$ cat config.mk
export PLATFORM = sky130hd
export DESIGN_NAME = mem_port_responder
export DESIGN_NICKNAME = d
export VERILOG_FILES = /design/src/rtl/mem_port_responder.sv
export SDC_FILE = /design/constraint.sdc
export NUM_CORES = 1
export LEC_CHECK = 0
export ABC_AREA = 1
export CORE_MARGIN = 1
export CORE_UTILIZATION = 35
export CTS_BUF_LIST = sky130_fd_sc_hd__clkbuf_4 sky130_fd_sc_hd__clkbuf_8 sky130_fd_sc_hd__clkbuf_16
export CTS_CLUSTER_SIZE = 8
export DETAILED_ROUTE_END_ITERATION = 10
export HOLD_SLACK_MARGIN = 0.06
export PLACE_DENSITY = 0.66
export SLEW_MARGIN = 5
export SYNTH_ARGS = -nofsm -noshare
export SYNTH_HDL_FRONTEND = slang
export SYNTH_SLANG_ARGS = --single-unit
$ cat constraint.sdc
create_clock -name clk -period 2.55 [get_ports clk]
set_clock_uncertainty 0.15 [all_clocks]
set_input_delay 0.51 -clock clk [delete_from_list [all_inputs] [get_ports clk]]
set_output_delay 0.51 -clock clk [all_outputs]
set_load 0.01 [all_outputs]
$ cat src/rtl/mem_port_responder.sv
// Memory-side responder: arbitrates fetch/read/write requests onto one synchronous single-port memory.
// Define MEM_RESP_RR_ARB_EN for round-robin arbitration (default: fixed priority wr > rd > rom).
module mem_port_responder #(
  parameter int DATA_W = 14,
  parameter int ADDR_W = 12
) (
  input  logic              clk,
  input  logic              reset,
  input  logic              rom_rd,
  input  logic [ADDR_W-1:0] rom_addr,
  input  logic              ram_rd,
  input  logic              ram_wr,
  input  logic [ADDR_W-1:0] ram_addr,
  input  logic [DATA_W-1:0] ram_wdata,
  output logic              rom_garant,
  output logic              ram_garant_rd,
  output logic              ram_garant_wr,
  output logic [DATA_W-1:0] rdata,
  output logic              rdata_valid,
  output logic [ADDR_W-1:0] mem_addr,
  output logic [DATA_W-1:0] mem_wdata,
  output logic              mem_re,
  output logic              mem_we,
  input  logic [DATA_W-1:0] mem_rdata,
  output logic              busy
);

  typedef enum logic [1:0] {IDLE, ACCESS, RESP} state_t;
  typedef enum logic [1:0] {SRC_WR = 2'd0, SRC_RD = 2'd1, SRC_ROM = 2'd2} src_t;

  state_t            state, state_nxt;
  src_t              src_q, win_src;
  logic              any_req;
  logic [DATA_W-1:0] rdata_q;
  logic [2:0]        req_vec;

  assign req_vec = {rom_rd, ram_rd, ram_wr};
  assign any_req = |req_vec;

`ifdef MEM_RESP_RR_ARB_EN
  src_t last_q;

  function automatic src_t next_src(input src_t s);
    return (s == SRC_ROM) ? SRC_WR : src_t'(s + 2'd1);
  endfunction

  // Search starts at the source after the last one served.
  always_comb begin
    src_t cand;
    logic found;
    win_src = SRC_WR;
    found   = 1'b0;
    cand    = next_src(last_q);
    for (int i = 0; i < 3; i++) begin
      if (!found && req_vec[cand]) begin
        win_src = cand;
        found   = 1'b1;
      end
      cand = next_src(cand);
    end
  end

  always_ff @(posedge clk or negedge reset) begin
    if (!reset) begin
      last_q <= SRC_ROM;
    end else if (state == RESP) begin
      last_q <= src_q;
    end
  end
`else
  always_comb begin
    if (ram_wr)      win_src = SRC_WR;
    else if (ram_rd) win_src = SRC_RD;
    else             win_src = SRC_ROM;
  end
`endif

  // NOTE: every signal written in always_comb gets a default first, so no latch is inferred.
  always_comb begin
    state_nxt = state;
    case (state)
      IDLE:    if (any_req) state_nxt = ACCESS;
      ACCESS:  state_nxt = RESP;
      RESP:    state_nxt = IDLE;
      default: state_nxt = IDLE;
    endcase
  end

  // NOTE: sequential state uses non-blocking assignments so all registers update from pre-edge values.
  always_ff @(posedge clk or negedge reset) begin
    if (!reset) begin
      state         <= IDLE;
      src_q         <= SRC_WR;
      busy          <= 1'b0;
      mem_addr      <= '0;
      mem_wdata     <= '0;
      mem_re        <= 1'b0;
      mem_we        <= 1'b0;
      rom_garant    <= 1'b0;
      ram_garant_rd <= 1'b0;
      ram_garant_wr <= 1'b0;
      rdata_valid   <= 1'b0;
      rdata_q       <= '0;
    end else begin
      state         <= state_nxt;
      busy          <= (state_nxt != IDLE);
      mem_re        <= 1'b0;
      mem_we        <= 1'b0;
      rom_garant    <= 1'b0;
      ram_garant_rd <= 1'b0;
      ram_garant_wr <= 1'b0;
      rdata_valid   <= 1'b0;
      case (state)
        IDLE: begin
          if (any_req) begin
            src_q    <= win_src;
            mem_addr <= (win_src == SRC_ROM) ? rom_addr : ram_addr;
            if (win_src == SRC_WR) begin
              mem_wdata <= ram_wdata;
              mem_we    <= 1'b1;
            end else begin
              mem_re    <= 1'b1;
            end
          end
        end
        ACCESS: begin
          rom_garant    <= (src_q == SRC_ROM);
          ram_garant_rd <= (src_q == SRC_RD);
          ram_garant_wr <= (src_q == SRC_WR);
          rdata_valid   <= (src_q != SRC_WR);
        end
        RESP: begin
          if (src_q != SRC_WR) rdata_q <= mem_rdata;
        end
        default: ;
      endcase
    end
  end

  // The memory word arrives in the response cycle itself, so it is forwarded
  // while rdata_valid is high and held from the register afterwards.
  assign rdata = rdata_valid ? mem_rdata : rdata_q;

endmodule
==> results of run 1 <==
## layer usage
layer | wire (um) | GRT usage, % | up-vias | share of wire [%]
li1 | - | - | 1051 | -
met4 | 29 | 4.21 | 0 | 0.56
met1 | 2380 | 20.2 | 899 | 46
met5 | 0 | 0 | - | 0
met3 | 506 | 6.00 | 5 | 9.8
met2 | 2240 | 25.1 | 76 | 43
## kinds of logic (layout without fill, tap and decap cells)
group           count (synthesis)  count (layout)
simple gates                  163             163
flops                          51              51
buf+inv                        33             138
compound gates                 29              29
mux                             1               1
## Yosys cell counts (all sizes together)
cell	number
o21ai	13
inv	22
nor3	2
a21oi	16
nand3	1
nand4	1
dfrtp	51
mux2	1
nand2	140
nor2	19
buf	11
## state kept, by name (all words and copies together) (netlist names)
name,count
busy,1
mem_addr,12
mem_re,1
mem_wdata,14
mem_we,1
ram_garant_rd,1
ram_garant_wr,1
rdata_q,14
rdata_valid,1
rom_garant,1
src_q,2
state,2
## critical path: stages, from the launching register on
cell	delay (ps)
dfrtp_1	330
buf_4	260
mux2_2	370
clkdlybuf4s50_1	480
## area by class of cell
class / instances / area [sq um] / area share [%]
clock inverters: 1 / 30.0 / 0.873
repair buffers: 109 / 1070 / 31.2
flip-flops and latches: 51 / 1280 / 37.1
inverters: 22 / 82.6 / 2.40
multi-input cells: 193 / 806 / 23.4
clock buffers: 6 / 76.3 / 2.22
well taps: 75 / 93.8 / 2.73
## power by group
part	leakage (nW)	internal, mW	switching, mW
combinational	1.03	1.05	0.974
sequential	0.636	1.18	0.196
clock	0.0547	0.298	0.239
total	1.72	2.54	1.41
## worst paths after layout
| kind | cells past startpoint | to |
|---|---|---|
| max in group asynchronous | 3 | mem_we |
| hold reg to reg | 1 | ram_garant_rd |
| hold / removal | 1 | ram_garant_rd |
| setup / recovery | 3 | rdata[9] |
| setup reg to reg | 5 | rdata_q[4] |
| min in group asynchronous | 2 | rdata_q[11] |
## stage by stage
step / setup WS (ps) / area, sq um / hold WS [ps] / power [mW] / std cells
floorplan: 884 / 2230 / 64.4 / 2.38 / 277
global placement: 181 / 3320 / 290 / 3.41 / 449
detailed placement: 166 / 3320 / 294 / 3.44 / 449
CTS: 140 / 3440 / 310 / 4.00 / 457
global route: 49.2 / 3440 / 336 / 4.28 / 457
finish: 154 / 3440 / 307 / 3.95 / 457
## cell usage in the layout (no fill, tap or decap), drive strengths merged
cell	Yosys	layout
o21ai	13	13
nor2	19	19
nand3	1	1
dlygate4sd3	0	1
clkdlybuf4s50	0	102
mux2	1	1
nor3	2	2
dfrtp	51	51
nand4	1	1
inv	22	22
bufinv	0	1
clkbuf	0	6
nand2	140	140
buf	11	6
a21oi	16	16
## timing repair
item | 4_1_cts | 5_1_grt
hold endpoints to repair | 17 | 0
resized for setup | 0 | 0
hold buffers | 1 | 0
buffers inserted | 0 | 0
==> results.json, run 1 <==
{
  "outcome": "complete, no violations",
  "num_antenna_cells": 0,
  "hp-class": "reg2reg",
  "gp_congestion": 0.764,
  "drt.antenna.violating_nets": 0,
  "drcViolationCount": 0,
  "vdd_ir_drop_max_mv": 0.547,
  "leakage_nw": 1.72,
  "maxCapViolCount": 0,
  "num_io_pins": 104,
  "dieHeight_um": 81.9,
  "cts_max_path_buffers": 2,
  "path_class": "reg2out",
  "hold_viol": 0,
  "clock_latency_ps": 290,
  "grt_pass1_vias": 1783,
  "syn_avg_cell_area_sq_um": 8.06,
  "syn-cell-area_sq_um": 2230,
  "worstHoldStart": "src_q[1]",
  "core_area_sq_um": 6030,
  "period_minus_slack_ps": 2400,
  "synth_adder_area_share_pct": 0,
  "wl_per_cell_um": 11.3,
  "wirelength_um": 5160,
  "io_buffers": 103,
  "synth_cell_types": 19,
  "yosys.area.top_type": "dfrtp_1",
  "end_kind": "primary output",
  "ys_warn_count": 0,
  "power.density_nw_per_um2": 1150,
  "grt.overflow.total": 0,
  "rrSetupSlack_ps": 1140,
  "slew_violations": 0,
  "initial_core_util_pct": 37.0,
  "hpwl_um": 3830,
  "dr.first_iter.drc_count": 65,
  "fin_util_pct": 57.1,
  "grt_max_degree": 29,
  "drt-vias-per-instance": 4.44,
  "setup-tns-final_ps": 0,
  "synthesis.nets": 334,
  "cts.sinks": 51,
  "die-area_sq_um": 6700,
  "cp.required_ps": 1890,
  "start_kind": "flop",
  "cts_buffers": 5,
  "grt_use_total_pct": 15.9,
  "synth_compound_area_share_pct": 7.01,
  "fp.dieW_um": 81.9,
  "fill_cells": 595,
  "worst-slew-pin-transition_ps": 488,
  "cp_max_fo": 28,
  "synthCells": 277,
  "synth-simple-area-share_pct": 28.6,
  "relSlewSlack_pct": 67.4,
  "startpoint": "rdata_valid",
  "fin_crit_sh_pct": 94.0,
  "grt_pass1_wl_um": 8040,
  "drive_gt1_share_pct": 6.54,
  "drtPass1Iterations": 4,
  "ys_seq_area_share_pct": 57.2,
  "worstPathArrival_ps": 1740,
  "clk_pin_slew_worst_paths_ps": 80,
  "num_rows": 28,
  "rsz0062_at_grt": "false",
  "cts-root-buf": "clkbuf_8",
  "synth_mux_area_share_pct": 0.504,
  "antenna_found_initial": 0,
  "crit-reg2reg-launch": "src_q[0]",
  "syn_to_final_growth_pct": 54.0,
  "synth_area_leaders": "dfrtp_1, nand2_1, a21oi_1",
  "htreeDepth": 2,
  "via_count": 2031,
  "nNetsFinal": 439,
  "final-setup-viol-count": 0,
  "synth_top_area_share_pct": 57.2,
  "synth_seq_cells": 51,
  "cts_tree": "done",
  "synth_top_family_by_area": "simple AND/OR/NAND/NOR gates",
  "fmax_mhz": 417,
  "synthXorXnorAreaFrac_pct": 0
}
Power figures use the tool's default switching activity.
==> run 2, diff against run 1 <==
- CORE_UTILIZATION: 35 -> 46
- CTS_BUF_LIST: sky130_fd_sc_hd__clkbuf_4 sky130_fd_sc_hd__clkbuf_8 sky130_fd_sc_hd__clkbuf_16 -> sky130_fd_sc_hd__clkbuf_4
- PLACE_DENSITY: 0.66 -> 0.84
==> run 2 against run 1 <==
  * Hold slack worse by 230 ps
  * Non-clock buffer count down 2
  * Utilization up 18 points
  * Clock power down 14%
  * Maximum frequency down 0.85%
  * Worst setup slack worse by 20 ps
  * Power down 1.0%
  * Final cell count down 5.5%
  * Routed wire length up 1.1%
==> results.json, run 2 (synthesized netlist as in run 1, its figures left out) <==
{
  "initial_core_util_pct": 49.6,
  "multi_input_area_sq_um": 806,
  "final-setup-viol-count": 0,
  "nNetsFinal": 437,
  "hpwl_um": 3770,
  "via_count": 2052,
  "start_kind": "flop",
  "worstPathArrival_ps": 1760,
  "cts_tree": "done",
  "gp_congestion": 0.770,
  "swShare_pct": 36.5,
  "drive_gt1_share_pct": 6.58,
  "drcViolationCount": 0,
  "top_regs": "mem_wdata x14, rdata_q x14, mem_addr x12",
  "regArea_sq_um": 1280,
  "reg2reg_depth": 5,
  "die-area_sq_um": 5140,
  "io_buffers": 103,
  "htreeDepth": 2,
  "hold_viol": 0,
  "wl_per_cell_um": 12.1,
  "cp_max_fo": 6,
  "fp.dieW_um": 71.7,
  "path_class": "reg2out",
  "syn_to_final_growth_pct": 51.2,
  "setup-tns-final_ps": 0,
  "end_kind": "primary output",
  "core_area_sq_um": 4500,
  "hp-class": "in2async",
  "slew_violations": 0,
  "outcome": "complete, no violations",
  "layout_common_cells": "nand2_1, clkdlybuf4s50_1, dfrtp_1",
  "cp.required_ps": 1890,
  "drt-vias-per-instance": 4.75,
  "dieHeight_um": 71.7,
  "netSwitchingPower_mw": 1.43,
  "whs_ps": 74.1,
  "maxCapViolCount": 0,
  "fill_cells": 335,
  "cts_hold_buf": 0,
  "num_rows": 24,
  "num_antenna_cells": 0,
  "leakage_nw": 1.70,
  "clk_pin_slew_worst_paths_ps": 140,
  "fin_crit_sh_pct": 94.8,
  "final_common_cell": "nand2_1",
  "fmax_mhz": 414,
  "wirelength_um": 5220,
  "grt_pass1_wl_um": 8760,
  "cts.sinks": 51,
  "grt_use_total_pct": 22.1,
  "rsz0062_at_grt": "false",
  "period_minus_slack_ps": 2420,
  "grt_max_degree": 52,
  "grt_pass1_vias": 1983,
  "stdcell_count": 432,
  "stdcell_area_sq_um": 3370,
  "p_clk_share_pct": 11.8,
  "drtPass1Iterations": 4,
  "drt.antenna.violating_nets": 0,
  "pwr-share-seq_pct": 35.8,
  "power.density_nw_per_um2": 1160,
  "antenna_found_initial": 0,
  "cts-root-buf": "clkbuf_4",
  "vdd_ir_drop_max_mv": 0.537,
  "cts_max_path_buffers": 2,
  "worst-slew-pin-transition_ps": 626,
  "clock_latency_ps": 360,
  "fin_ws_ps": 133,
  "pwr-share-comb_pct": 52.4,
  "cts_buffers": 5,
  "p_int_mw": 2.48,
  "dp_slack_ps": 161,
  "relSlewSlack_pct": 58.3,
  "grt.overflow.total": 0,
  "dpl_cell_area_sq_um": 3280,
  "dp_cells": 423,
  "num_io_pins": 104,
  "dr.first_iter.drc_count": 100
}
run 2: cell count changes in the layout (fill, tap and decap cells not counted):
cell / change
buf_12: +1
buf_4: -2
clkbuf_4: +5
clkbuf_8: -5
dfrtp_1: -1
dfrtp_2: +1
dlygate4sd3_1: -1
run 2: through the flow:
step / power, mW / util, %
3_5_place_dp: 3.45 / 72.9
2_1_floorplan: 2.38 / -
4_1_cts: 3.92 / 74.6
3_3_place_gp: 3.40 / 72.9
6_report: 3.91 / 74.9
5_1_grt: 4.22 / 74.9
run 2: final cells by class:
type	count	share of cell area, %
Timing Repair Buffer	107	31.7
Sequential cell	51	37.9
Multi-Input combinational cell	193	23.9
Inverter	22	2.45
Clock buffer	6	1.33
Tap cell	52	1.93
Clock inverter	1	0.890
run 2: power by group through the flow:
stage | Clock [mW] | Sequential, mW | Combinational, mW
floorplan | 0 | 1.49 | 0.894
finish | 0.462 | 1.40 | 2.05
global placement | 0 | 1.39 | 2.00
detailed placement | 0 | 1.41 | 2.04
CTS | 0.469 | 1.40 | 2.05
global route | 0.503 | 1.45 | 2.27
run 2: layer usage:
layer | GRT usage [%] | up-vias | wire length (um)
met1 | 26.6 | 922 | 2200
met3 | 6.19 | 5 | 413
met5 | 0 | - | 0
li1 | - | 1048 | -
met2 | 38.1 | 77 | 2540
met4 | 7.63 | 0 | 57
run 2: final timing paths:
| check | end | slack, ps | from |
|---|---|---|---|
| hold / removal | src_q[0] | 70 | reset |
| hold reg to reg | ram_garant_rd | 330 | src_q[1] |
| setup reg to reg | mem_wdata[6] | 1090 | state[0] |
| setup / recovery | rdata[9] | 130 | rdata_valid |
| min in group clk | ram_garant_rd | 330 | src_q[1] |
| max in group asynchronous | rdata_valid | 1740 | reset |
run 2: critical path: stages, from the launching register on:
cell and delay [ps]:
dfrtp_2 460, buf_4 130, mux2_2 310, clkdlybuf4s50_1 490
run 2: what timing repair did:
item	in CTS	in global routing
buffers inserted	0	2
setup endpoints to repair	0	11
gates resized for setup	0	1
==> run 3, diff against run 2 <==
- CTS_BUF_LIST: sky130_fd_sc_hd__clkbuf_4 -> sky130_fd_sc_hd__clkbuf_2
- SLEW_MARGIN: 5 -> default
==> run 3 against run 2 <==
  * Global-route usage shrank 0.21 points
  * Count of clock-buffer cells in the layout stayed put
  * Worst setup slack worse by 24 ps
  * Utilization increased by 0.28 points
  * Routed wire length rose by 2.4%
  * Critical path depth unchanged
  * Sequential cell count stayed put
  * Sequential power is essentially flat
  * Final cell count increased by 0.23%
  * Register-to-register slack worse by 30 ps
  * Maximum frequency fell by 0.98%
==> results.json, run 3 (synthesized netlist as in run 1, its figures left out) <==
{
  "hp-class": "reg2reg",
  "crit-reg2reg-launch": "state[0]",
  "start_kind": "flop",
  "htreeDepth": 2,
  "via_count": 2058,
  "layout_common_cells": "nand2_1, clkdlybuf4s50_1, dfrtp_1",
  "io_buffers": 103,
  "clock_latency_ps": 390,
  "grt_max_degree": 52,
  "num_io_pins": 104,
  "leakage_nw": 1.78,
  "setup-tns-final_ps": 0,
  "wl_per_cell_um": 12.3,
  "top_regs": "mem_wdata x14, rdata_q x14, mem_addr x12",
  "reg2reg_depth": 5,
  "clk_pin_slew_worst_paths_ps": 240,
  "grt_pass1_wl_um": 8740,
  "cts.sinks": 51,
  "p_total_mw": 3.84,
  "worstPathArrival_ps": 1780,
  "wirelength_um": 5340,
  "maxCapViolCount": 0,
  "syn_to_final_growth_pct": 51.7,
  "vdd_ir_drop_max_mv": 0.597,
  "antenna_found_initial": 0,
  "outcome": "complete, no violations",
  "cp.required_ps": 1890,
  "hpwl_um": 3770,
  "drtPass1Iterations": 5,
  "path_class": "reg2out",
  "stdcell_area_sq_um": 3390,
  "dpl_cell_area_sq_um": 3280,
  "end_kind": "primary output",
  "fmax_mhz": 410,
  "gp_congestion": 0.770,
  "fill_cells": 336,
  "fp.dieW_um": 71.7,
  "initial_core_util_pct": 49.6,
  "max_stage_delay_ps": 550,
  "cts-root-buf": "clkbuf_2",
  "power.density_nw_per_um2": 1130,
  "relSlewSlack_pct": 57.8,
  "nNetsFinal": 438,
  "cpMaxStageDelayCell": "clkdlybuf4s50_1",
  "fin_util_pct": 75.2,
  "hold-path-endpoint": "ram_garant_rd",
  "rrSetupSlack_ps": 1060,
  "final_common_cell": "nand2_1",
  "grt_pass1_vias": 1987,
  "num_rows": 24,
  "final-setup-viol-count": 0,
  "path_cells": "buf_12 -> a21oi_1 -> clkdlybuf4s50_1",
  "hold_depth": 1,
  "slew_violations": 0,
  "hold_viol": 0,
  "grt_use_total_pct": 21.8,
  "drt-vias-per-instance": 4.75,
  "cp_max_fo": 21,
  "cts_tree": "done",
  "period_minus_slack_ps": 2440,
  "grt.overflow.total": 0,
  "worstHoldStart": "src_q[1]",
  "num_antenna_cells": 0,
  "rsz0062_at_grt": "false",
  "dieHeight_um": 71.7,
  "dr.first_iter.drc_count": 81,
  "cts_buffers": 5,
  "r2r_end": "mem_wdata[6]",
  "drcViolationCount": 0,
  "whs_ps": 330,
  "drt.antenna.violating_nets": 0,
  "drive_gt1_share_pct": 6.56,
  "worst-slew-pin-transition_ps": 633,
  "fin_crit_sh_pct": 95.7,
  "core_area_sq_um": 4500,
  "die-area_sq_um": 5140,
  "cts_max_path_buffers": 2
}
==> run 3: critical path, delay by kind of cell, from the launching register on <==
| kind | cells | cell delay, ps |
|---|---|---|
| compound gates | 1 | 140 |
| buf+inv | 2 | 720 |
| flops | 1 | 520 |
==> run 3: how the worst max path moves through the flow <==
stage | slack (ps) | end | from | cells after the start
after global routing | 2 | rdata[5] | rdata_valid | 4
after floorplan | 880 | rdata[3] | rdata_valid | 4
after CTS | 40 | rdata[13] | rdata_valid | 4
after detailed placement | 160 | rdata[13] | mem_rdata[13] | 4
final | 110 | rdata[10] | rdata_valid | 3
after global placement | 190 | rdata[7] | mem_rdata[7] | 4
==> run 3: metal layers <==
layer  wire [um]  up-vias  global-route usage [%]
li1            -     1045                       -
met1        2320      923                    27.6
met2        2570       86                    37.1
met3         416        4                    6.19
met4          29        0                    5.66
met5           0        -                       0
==> run 3: final cells by class <==
cell class / count / area, sq um / area share [%]
clock inverters: 1 / 30.0 / 0.887
well taps: 52 / 65.1 / 1.92
flip-flops and latches: 51 / 1280 / 37.7
inverters: 22 / 82.6 / 2.44
repair buffers: 108 / 1100 / 32.4
clock buffers: 6 / 30.0 / 0.887
multi-input cells: 193 / 806 / 23.8
==> run 3: power breakdown <==
part | leakage (nW) | switching (mW) | internal, mW
Clock | 0.0391 | 0.245 | 0.165
Combinational | 1.10 | 0.972 | 1.06
Sequential | 0.634 | 0.217 | 1.18
Total | 1.78 | 1.43 | 2.41
==> run 3: repair_timing <==
item,4_1_cts,5_1_grt
hold buffers,1,0
endpoints found under the hold margin,51,0
setup buffers,0,2
resized for setup,1,7
endpoints found under the setup margin,11,11
==> run 3: per-stage QoR <==
stage,worst slack [ps],std cells
6_report,109,433
5_1_grt,2.00,433
4_1_cts,35.1,431
3_5_place_dp,161,423
3_3_place_gp,190,423
2_1_floorplan,884,277
